==> config.mk <==
export PLATFORM = sky130hd
export DESIGN_NAME = mips_bus_arbiter
export DESIGN_NICKNAME = d
export VERILOG_FILES = /design/src/rtl/mips_bus_pkg.sv /design/src/rtl/mips_bus_watchdog.sv /design/src/rtl/mips_bus_arbiter.sv
export SDC_FILE = /design/constraint.sdc
export NUM_CORES = 1
export LEC_CHECK = 0
export ABC_CLOCK_PERIOD_IN_PS = 6400
export CAP_MARGIN = 0
export CELL_PAD_IN_SITES_DETAIL_PLACEMENT = 1
export CELL_PAD_IN_SITES_GLOBAL_PLACEMENT = 2
export CORE_MARGIN = 10
export CORE_UTILIZATION = 14
export DETAILED_ROUTE_END_ITERATION = 12
export PLACE_DENSITY_LB_ADDON = 0.05
export SYNTH_ARGS = -nofsm -noshare
export SYNTH_HDL_FRONTEND = slang
export SYNTH_SLANG_ARGS = --single-unit
==> constraint.sdc <==
create_clock -name clk -period 6.4 [get_ports clk]
set_input_delay 1.6 -clock clk [delete_from_list [all_inputs] [get_ports clk]]
set_output_delay 1.6 -clock clk [all_outputs]
set_load 0.05 [all_outputs]
==> src/rtl/mips_bus_pkg.sv <==
// Shared types and constants for the MIPS CPU bus arbiter.
package mips_bus_pkg;

  localparam int BUS_AW  = 32;
  localparam int BUS_DW  = 32;
  localparam int BUS_BEW = 4;

  typedef enum logic [1:0] {
    IDLE  = 2'd0,
    GNT_I = 2'd1,
    GNT_D = 2'd2
  } arb_state_t;

  localparam logic [1:0] GRANT_NONE = 2'b00;
  localparam logic [1:0] GRANT_I    = 2'b01;
  localparam logic [1:0] GRANT_D    = 2'b10;

  // Externally visible owner code for an arbiter state.
  function automatic logic [1:0] grant_of(arb_state_t s);
    case (s)
      GNT_I:   grant_of = GRANT_I;
      GNT_D:   grant_of = GRANT_D;
      default: grant_of = GRANT_NONE;
    endcase
  endfunction

endpackage

==> src/rtl/mips_bus_watchdog.sv <==
// Stall watchdog: counts consecutive slave-stalled cycles within one grant
// and raises a sticky error flag once the count reaches WAIT_LIMIT.
// WAIT_LIMIT must fit in CNT_W bits (WAIT_LIMIT < 2**CNT_W).
module mips_bus_watchdog #(
  parameter int WAIT_LIMIT = 1024,
  parameter int CNT_W      = 16
) (
  input  logic clk,
  input  logic rst_n,
  input  logic clear,
  input  logic stall,
  output logic error
);

  localparam logic [CNT_W-1:0] LIMIT = CNT_W'(WAIT_LIMIT);

  logic [CNT_W-1:0] cnt_q, cnt_d;
  logic             error_q, error_d;

  // Saturating stall counter; a clear (state change) always wins.
  always_comb begin
    cnt_d = cnt_q;
    if (clear)
      cnt_d = '0;
    else if (stall && (cnt_q != LIMIT))
      cnt_d = cnt_q + 1'b1;
    error_d = error_q | (cnt_d == LIMIT);
  end

  // Counter and sticky flag registers.
  always_ff @(posedge clk or negedge rst_n) begin
    if (!rst_n) begin
      cnt_q   <= '0;
      error_q <= 1'b0;
    end else begin
      cnt_q   <= cnt_d;
      error_q <= error_d;
    end
  end

  assign error = error_q;

endmodule

==> src/rtl/mips_bus_arbiter.sv <==
// Two-master (fetch I / load-store D) arbiter for a single Avalon-style
// memory port, with a stall watchdog.
// Optional macro MIPS_ARB_ROUND_ROBIN_EN: tie-break in IDLE alternates
// instead of the default fixed D-over-I priority.
module mips_bus_arbiter
  import mips_bus_pkg::*;
#(
  parameter int WAIT_LIMIT = 1024,
  parameter int CNT_W      = 16
) (
  input  logic               clk,
  input  logic               rst_n,
  input  logic [BUS_AW-1:0]  i_address,
  input  logic               i_read,
  output logic               i_waitrequest,
  output logic [BUS_DW-1:0]  i_readdata,
  input  logic [BUS_AW-1:0]  d_address,
  input  logic               d_read,
  input  logic               d_write,
  input  logic [BUS_DW-1:0]  d_writedata,
  input  logic [BUS_BEW-1:0] d_byteenable,
  output logic               d_waitrequest,
  output logic [BUS_DW-1:0]  d_readdata,
  output logic [BUS_AW-1:0]  address,
  output logic               read,
  output logic               write,
  output logic [BUS_DW-1:0]  writedata,
  output logic [BUS_BEW-1:0] byteenable,
  input  logic               waitrequest,
  input  logic [BUS_DW-1:0]  readdata,
  output logic [1:0]         grant,
  output logic               bus_error
);

  arb_state_t state_q, state_d;
  logic       req_i, req_d;

  assign req_i = i_read;
  assign req_d = d_read | d_write;

`ifdef MIPS_ARB_ROUND_ROBIN_EN
  // 1 when the last grant issued out of IDLE went to D.
  logic last_d_q, last_d_d;
`endif

  // Next-state: registered arbitration from IDLE, direct hand-over on completion.
  always_comb begin
    state_d = state_q;
    unique case (state_q)
      IDLE: begin
`ifdef MIPS_ARB_ROUND_ROBIN_EN
        if (req_i && req_d) state_d = last_d_q ? GNT_I : GNT_D;
        else if (req_d)     state_d = GNT_D;
        else if (req_i)     state_d = GNT_I;
`else
        if (req_d)      state_d = GNT_D;
        else if (req_i) state_d = GNT_I;
`endif
      end
      GNT_I: begin
        if (!req_i)            state_d = IDLE;  // abandoned request
        else if (!waitrequest) state_d = req_d ? GNT_D : IDLE;
      end
      GNT_D: begin
        if (!req_d)            state_d = IDLE;  // abandoned request
        else if (!waitrequest) state_d = req_i ? GNT_I : IDLE;
      end
      default: state_d = IDLE;
    endcase
  end

`ifdef MIPS_ARB_ROUND_ROBIN_EN
  // Only IDLE grants move the tie-break pointer; hand-overs on completion don't.
  always_comb begin
    last_d_d = last_d_q;
    if ((state_q == IDLE) && (state_d != IDLE))
      last_d_d = (state_d == GNT_D);
  end
`endif

  // State register; reset drops the bus immediately since outputs decode state_q.
  always_ff @(posedge clk or negedge rst_n) begin
    if (!rst_n) begin
      state_q  <= IDLE;
`ifdef MIPS_ARB_ROUND_ROBIN_EN
      last_d_q <= 1'b1;
`endif
    end else begin
      state_q  <= state_d;
`ifdef MIPS_ARB_ROUND_ROBIN_EN
      last_d_q <= last_d_d;
`endif
    end
  end

  // Slave-side mux and master stalls; a dropped request gates its own strobe.
  always_comb begin
    address       = '0;
    read          = 1'b0;
    write         = 1'b0;
    writedata     = '0;
    byteenable    = '0;
    i_waitrequest = 1'b1;
    d_waitrequest = 1'b1;
    grant         = grant_of(state_q);
    unique case (state_q)
      GNT_I: begin
        address       = i_address;
        read          = i_read;
        byteenable    = '1;
        i_waitrequest = waitrequest;
      end
      GNT_D: begin
        address       = d_address;
        read          = d_read & ~d_write;  // write wins on a read+write
        write         = d_write;
        writedata     = d_writedata;
        byteenable    = d_byteenable;
        d_waitrequest = waitrequest;
      end
      default: ;
    endcase
  end

  assign i_readdata = readdata;
  assign d_readdata = readdata;

  mips_bus_watchdog #(
    .WAIT_LIMIT (WAIT_LIMIT),
    .CNT_W      (CNT_W)
  ) u_watchdog (
    .clk   (clk),
    .rst_n (rst_n),
    .clear (state_d != state_q),
    .stall ((state_q != IDLE) && waitrequest),
    .error (bus_error)
  );

endmodule

==> flow_metrics.py, run 1 <==
metrics = {
    "placement": {
        "post-place-cells": 669,
        "dp_hpwl_um": 11600,
        "gp_congestion": 0.727,
        "pre_cts_ws_ps": 1460,
        "io_buffers": 180,
    },
    "drt": {
        "dr.pass1.iters": 4,
        "vias": 2698,
        "wl_per_cell_um": 20.5,
        "wirelength_um": 13800,
        "final_antenna_net_count": 0,
        "drc": 0,
        "via_per_inst": 4.00,
        "drtIter0Drc": 67,
    },
    "global_routing": {
        "grt_overflow": 0,
        "grt_max_degree": 39,
        "grt_pass1_wl_um": 20300,
        "antenna_found_initial": 3,
        "grt_pass1_vias": 3063,
        "grtUsageTotal_pct": 10.8,
    },
    "logic_synthesis": {
        "syn_area_um2": 2630,
        "ys_warn_count": 0,
        "synthCells": 338,
        "synth_cell_type_count": 44,
        "synth_edf_count": 0,
        "yosysTopAreaCell": "buf_4",
        "ys_seq_area_share_pct": 18.1,
        "syn-num-nets": 482,
        "synth_top_area_share_pct": 18.3,
        "ys.flop_type": "dfrtp_1",
        "ys_seq_elements": 19,
        "syn_area_per_cell_um2": 7.78,
        "async_flop_share_pct": 100,
        "yosys-top-cells-area": "buf_4 (18%), dfrtp_1 (18%), a22oi_1 (9.4%), nor2b_1 (9.3%), and2_1 (8.6%)",
    },
    "final_layout": {
        "drive_above_1_share_pct": 4.78,
        "final_core_util_pct": 22.8,
        "syn_to_final_growth_pct": 61.2,
        "final_common_cell": "clkdlybuf4s50_1",
        "multi_input_area_um2": 1530,
        "final_cell_mix": "clkdlybuf4s50_1 (180), nor2b_1 (39), and2_1 (36)",
        "seq_area_um2": 475,
        "fillCellCount": 2165,
        "stdcell_count": 674,
        "nets": 584,
    },
    "clock_network": {
        "htreeDepth": 1,
        "ctsResizeCount": 0,
        "cts_buffers": 3,
        "clockBufferDepth": 2,
        "clkTransAtPathRegs_ps": 70,
        "insertion_delay_ps": 260,
        "cts-root-buf": "clkbuf_16",
        "cts_tree": "done",
        "cts_setup_buffers": 0,
        "hold_buffers": 0,
        "clock-sinks": 19,
    },
    "floorplanning": {
        "core_um2": 18600,
        "ios": 277,
        "row_count": 50,
        "die_w_um": 157,
        "start_util_pct": 14.2,
        "die_y_um": 157,
        "fp.dieArea_um2": 24700,
    },
    "setup_path": {
        "crit_chain": "clkdlybuf4s50_1, nand2_1, o21ai_0, and2_1, clkdlybuf4s50_1",
        "critical_path_arrival_ps": 3350,
        "startpoint_type": "input pin",
        "crit_path_max_incr_delay_ps": 840,
        "crit_path_end_kind": "primary output",
        "worstSetupPathType": "input pin to primary output",
        "critPathBufInv": 2,
        "path_delay_family": "buffers and inverters",
        "critPathMaxFanout": 3,
        "critPathSlowestCell": "clkdlybuf4s50_1",
        "cp_common_cell": "clkdlybuf4s50_1",
        "critPathRequiredTime_ps": 4800,
    },
    "timing": {
        "period_share_pct": 77.3,
        "layout_setup_ws_ps": 1450,
        "drv_slew": 0,
        "finalSetupTns_ps": 0,
        "setup_violations": 0,
        "min_period_ps": 4950,
        "max_freq_mhz": 202,
        "slew_headroom_pct": 32.9,
        "tightest_slew_ps": 1000,
        "rsz0062_at_grt": "no",
        "final-hold-violation-count": 0,
        "fin_skew_ps": 9.90,
    },
    "power": {
        "pwr_density_cell_nw_per_um2": 414,
        "p_leak_nw": 1.52,
        "vdd_drop_max_v": 0.000205,
    },
    "job": {
        "max_cap_viol_count": 0,
    },
    "run_status": {
        "status": "complete, no violations",
    },
    "min_path": {
        "hp-class": "flip-flop to flip-flop",
    },
}
==> synth_stat cells, types with 2 or more instances <==
master    number
ha_1           6
a211o_1        2
nor2_1        25
nand3_1        8
nand4_2        2
o211ai_1       2
xnor2_1       14
buf_6          3
a21oi_1        5
a31oi_1        3
nor2b_1       39
a22oi_1       33
nand2_1        8
buf_1          2
buf_4         64
dfrtp_1       19
clkbuf_1      16
nand4_1        3
nor3_1         2
and3_2         3
o21ai_0        5
inv_1          8
xor2_1         7
nor4_1         3
nor4_2         2
and2_1        36
==> tightest hold or removal path, cell delays in order, from the launching register on <==
cell	delay [ps]
dfrtp_1	360
inv_1	50
o41ai_2	40
==> layout make-up <==
| cell class | instances | area share [%] |
|---|---|---|
| Clock inverter | 1 | 0.177 |
| Antenna cell | 1 | 0.0590 |
| Multi-Input combinational cell | 225 | 36.1 |
| Sequential cell | 19 | 11.2 |
| Inverter | 8 | 0.708 |
| Timing Repair Buffer | 183 | 43.0 |
| Clock buffer | 3 | 1.77 |
| Tap cell | 234 | 6.90 |
==> where the power goes <==
group	internal (mW)	leakage [nW]	switching, mW
Clock	0.0847	0.0371	0.0531
Combinational	0.502	1.22	0.970
Sequential	0.129	0.257	0.0146
==> final timing paths <==
path,from,endpoint,slack (ps),cells after the start
max,d_read,read,1450,5
min,u_watchdog.error$_DFF_PN0_,u_watchdog.error$_DFF_PN0_,480,2
max reg2reg,state_q[0]$_DFF_PN0_,u_watchdog.error$_DFF_PN0_,3180,7
min reg2reg,u_watchdog.error$_DFF_PN0_,u_watchdog.error$_DFF_PN0_,480,2
max in group asynchronous,rst_n,u_watchdog.cnt_q[11]$_DFF_PN0_,3890,1
min in group asynchronous,rst_n,u_watchdog.cnt_q[15]$_DFF_PN0_,1890,1
==> flip-flops by register name, summed over array words and instances, names as in the netlist <==
signal,cells
state_q,2
u_watchdog.error,1
u_watchdog.cnt_q,16
==> layer usage <==
layer	vias to the layer above	global-route usage (%)	wire [um]
li1	1280	-	-
met1	1281	12.0	5280
met2	119	17.1	6450
met3	14	7.23	1970
met4	4	1.69	83
met5	-	0	24
==> cells by family (layout without fill, tap and decap cells) <==
group / count (synthesis) / after routing / synth area share (%)
buf+inv: 94 / 195 / 23.8
mux: 1 / 1 / 0.380
fa+ha+maj: 6 / 6 / 2.85
flops: 19 / 19 / 18.1
simple gates: 140 / 140 / 32.1
xor+xnor: 21 / 21 / 6.99
other cells: 0 / 1 / 0
compound gates: 57 / 57 / 15.9
==> per-stage QoR <==
step                power (mW)  area [um^2]  hold WS, ps
finish                    1.75         4240          485
global route              1.88         4240          553
CTS                       1.80         4240          508
detailed placement        1.65         4160          482
global placement          1.67         4160          480
floorplan                 1.21         2630          584
(Power assumes the default switching activity.)
==> run 2, diff against run 1 <==
--- a/config.mk
+++ b/config.mk
@@ -5,12 +5,12 @@
 export SDC_FILE = /design/constraint.sdc
 export NUM_CORES = 1
 export LEC_CHECK = 0
-export ABC_CLOCK_PERIOD_IN_PS = 6400
+export ABC_CLOCK_PERIOD_IN_PS = 4370
 export CAP_MARGIN = 0
 export CELL_PAD_IN_SITES_DETAIL_PLACEMENT = 1
 export CELL_PAD_IN_SITES_GLOBAL_PLACEMENT = 2
 export CORE_MARGIN = 10
-export CORE_UTILIZATION = 14
+export CORE_UTILIZATION = 12
 export DETAILED_ROUTE_END_ITERATION = 12
 export PLACE_DENSITY_LB_ADDON = 0.05
 export SYNTH_ARGS = -nofsm -noshare
==> constraint.sdc (replaced) <==
create_clock -name clk -period 4.37 [get_ports clk]
set_input_delay 1.0925 -clock clk [delete_from_list [all_inputs] [get_ports clk]]
set_output_delay 1.0925 -clock clk [all_outputs]
set_load 0.05 [all_outputs]
==> run 2 against run 1 <==
  * Largest cell class unchanged
  * Final cell count is 7.1% higher
  * Total power is 47% higher
  * Critical endpoint is now write
  * Via count is 0.70% lower
==> flow_metrics.py, run 2 (synthesized netlist as in run 1, its figures left out) <==
metrics = {
    "drt": {
        "via_per_inst": 3.71,
        "wl_per_cell_um": 19.2,
        "dr.pass1.iters": 4,
        "drc": 0,
        "final_antenna_net_count": 0,
        "wirelength_um": 13900,
        "drtIter0Drc": 83,
        "vias": 2679,
    },
    "global_routing": {
        "use_met3_pct": 6.05,
        "grtUsageTotal_pct": 9.27,
        "grt_pass1_wl_um": 20400,
        "use_met1_pct": 9.92,
        "grt_max_degree": 75,
        "antenna_found_initial": 3,
        "met2_usage_pct": 15.2,
        "grt_pass1_vias": 3108,
        "grt-busiest-layer": "met2",
        "grt_overflow": 0,
    },
    "floorplanning": {
        "start_util_pct": 12.1,
        "row_count": 54,
        "fp.dieArea_um2": 28300,
        "die_y_um": 168,
        "core_um2": 21700,
        "die_w_um": 168,
        "ios": 277,
    },
    "clock_network": {
        "clockBufferDepth": 2,
        "cts-root-buf": "clkbuf_16",
        "cts_buffers": 3,
        "cts_tree": "done",
        "insertion_delay_ps": 260,
        "htreeDepth": 1,
        "hold_buffers": 0,
        "ctsResizeCount": 0,
        "clkTransAtPathRegs_ps": 60,
        "clock-sinks": 19,
        "cts_setup_buffers": 0,
    },
    "timing": {
        "final-hold-violation-count": 0,
        "setup_violations": 0,
        "finalSetupTns_ps": 0,
        "rsz0062_at_grt": "no",
        "tightest_slew_ps": 974,
        "period_share_pct": 86.1,
        "min_period_ps": 3760,
        "drv_slew": 0,
        "max_freq_mhz": 266,
        "slew_headroom_pct": 34.8,
        "fin_skew_ps": 2.81,
    },
    "setup_path": {
        "startpoint_type": "input pin",
        "crit_path_end_kind": "primary output",
        "cp_common_cell": "clkdlybuf4s50_1",
        "worstSetupPathType": "input pin to primary output",
        "critPathRequiredTime_ps": 3280,
        "crit_chain": "clkdlybuf4s50_1, and2_1, clkdlybuf4s50_1",
        "critPathMaxFanout": 4,
        "critPathSlowestCell": "clkdlybuf4s50_1",
        "crit_path_max_incr_delay_ps": 830,
        "critPathBufInv": 2,
        "critical_path_arrival_ps": 2670,
        "path_delay_family": "buffers and inverters",
    },
    "final_layout": {
        "syn_to_final_growth_pct": 63.7,
        "largest_register_ffs": 16,
        "drive_above_1_share_pct": 7.71,
        "final_common_cell": "clkdlybuf4s50_1",
        "fillCellCount": 2544,
        "final_cell_mix": "clkdlybuf4s50_1 (169), nor2b_1 (39), and2_1 (36)",
        "nets": 586,
        "stdcell_count": 722,
        "seq_area_um2": 475,
        "multi_input_area_um2": 1530,
        "regMostFlops": "u_watchdog.cnt_q",
    },
    "job": {
        "max_cap_viol_count": 0,
    },
    "placement": {
        "gp_congestion": 0.702,
        "dp_hpwl_um": 11500,
        "post-place-cells": 717,
        "io_buffers": 180,
    },
    "power": {
        "pwr_density_cell_nw_per_um2": 600,
        "p_leak_nw": 1.56,
        "vdd_drop_max_v": 0.000197,
    },
    "run_status": {
        "status": "complete, no violations",
    },
    "min_path": {
        "hp-class": "flip-flop to flip-flop",
    },
}
run 2: power by group:
group | internal, mW | switching (mW)
Clock | 0.123 | 0.0779
Sequential | 0.189 | 0.0204
Combinational | 0.745 | 1.43
Total | 1.06 | 1.53
run 2: stage by stage:
step                      power, mW  util (%)  setup WS, ps  hold slack [ps]  cell area (um^2)
after floorplan                1.77         -           838              584              2630
after global placement         2.46      19.5           573              464              4230
after detailed placement       2.44      19.5           579              464              4230
after CTS                      2.65      19.9           574              494              4310
after global routing           2.76      19.9           465              533              4310
final                          2.59      19.9           608              481              4310
run 2: path summary, 6_finish.rpt:
kind | start | endpoint | slack (ps) | cells after the start
max in group asynchronous | rst_n | u_watchdog.cnt_q[6]$_DFF_PN0_ | 2400 | 1
worst max-delay path | d_write | write | 610 | 3
min in group asynchronous | rst_n | u_watchdog.cnt_q[12]$_DFF_PN0_ | 1380 | 1
worst min-delay path | u_watchdog.error$_DFF_PN0_ | u_watchdog.error$_DFF_PN0_ | 480 | 2
worst min register to register | u_watchdog.error$_DFF_PN0_ | u_watchdog.error$_DFF_PN0_ | 480 | 2
worst max register to register | state_q[0]$_DFF_PN0_ | u_watchdog.error$_DFF_PN0_ | 1640 | 8
run 2: worst register-to-register path, stage by stage (launching register included):
cell and delay [ps]:
dfrtp_1 440, inv_1 110, ha_1 240, nand2b_1 280, nor4_4 420, nor3b_4 330
mux2i_1 130, or4_1 490, o41ai_2 200
run 2: layer usage:
metal	wire, um	share of wire (%)	vias to the layer above
li1	-	-	1283
met1	5350	38	1269
met2	6520	47	107
met3	1880	14	16
met4	128	0.92	4
met5	18	0.13	-
run 2: layout make-up:
type | count | share of cell area, %
repair buffers | 185 | 42.6
clock inverters | 1 | 0.116
diodes | 1 | 0.0581
clock buffers | 3 | 1.74
multi-input cells | 225 | 35.6
inverters | 8 | 0.697
flip-flops and latches | 19 | 11.0
well taps | 280 | 8.13
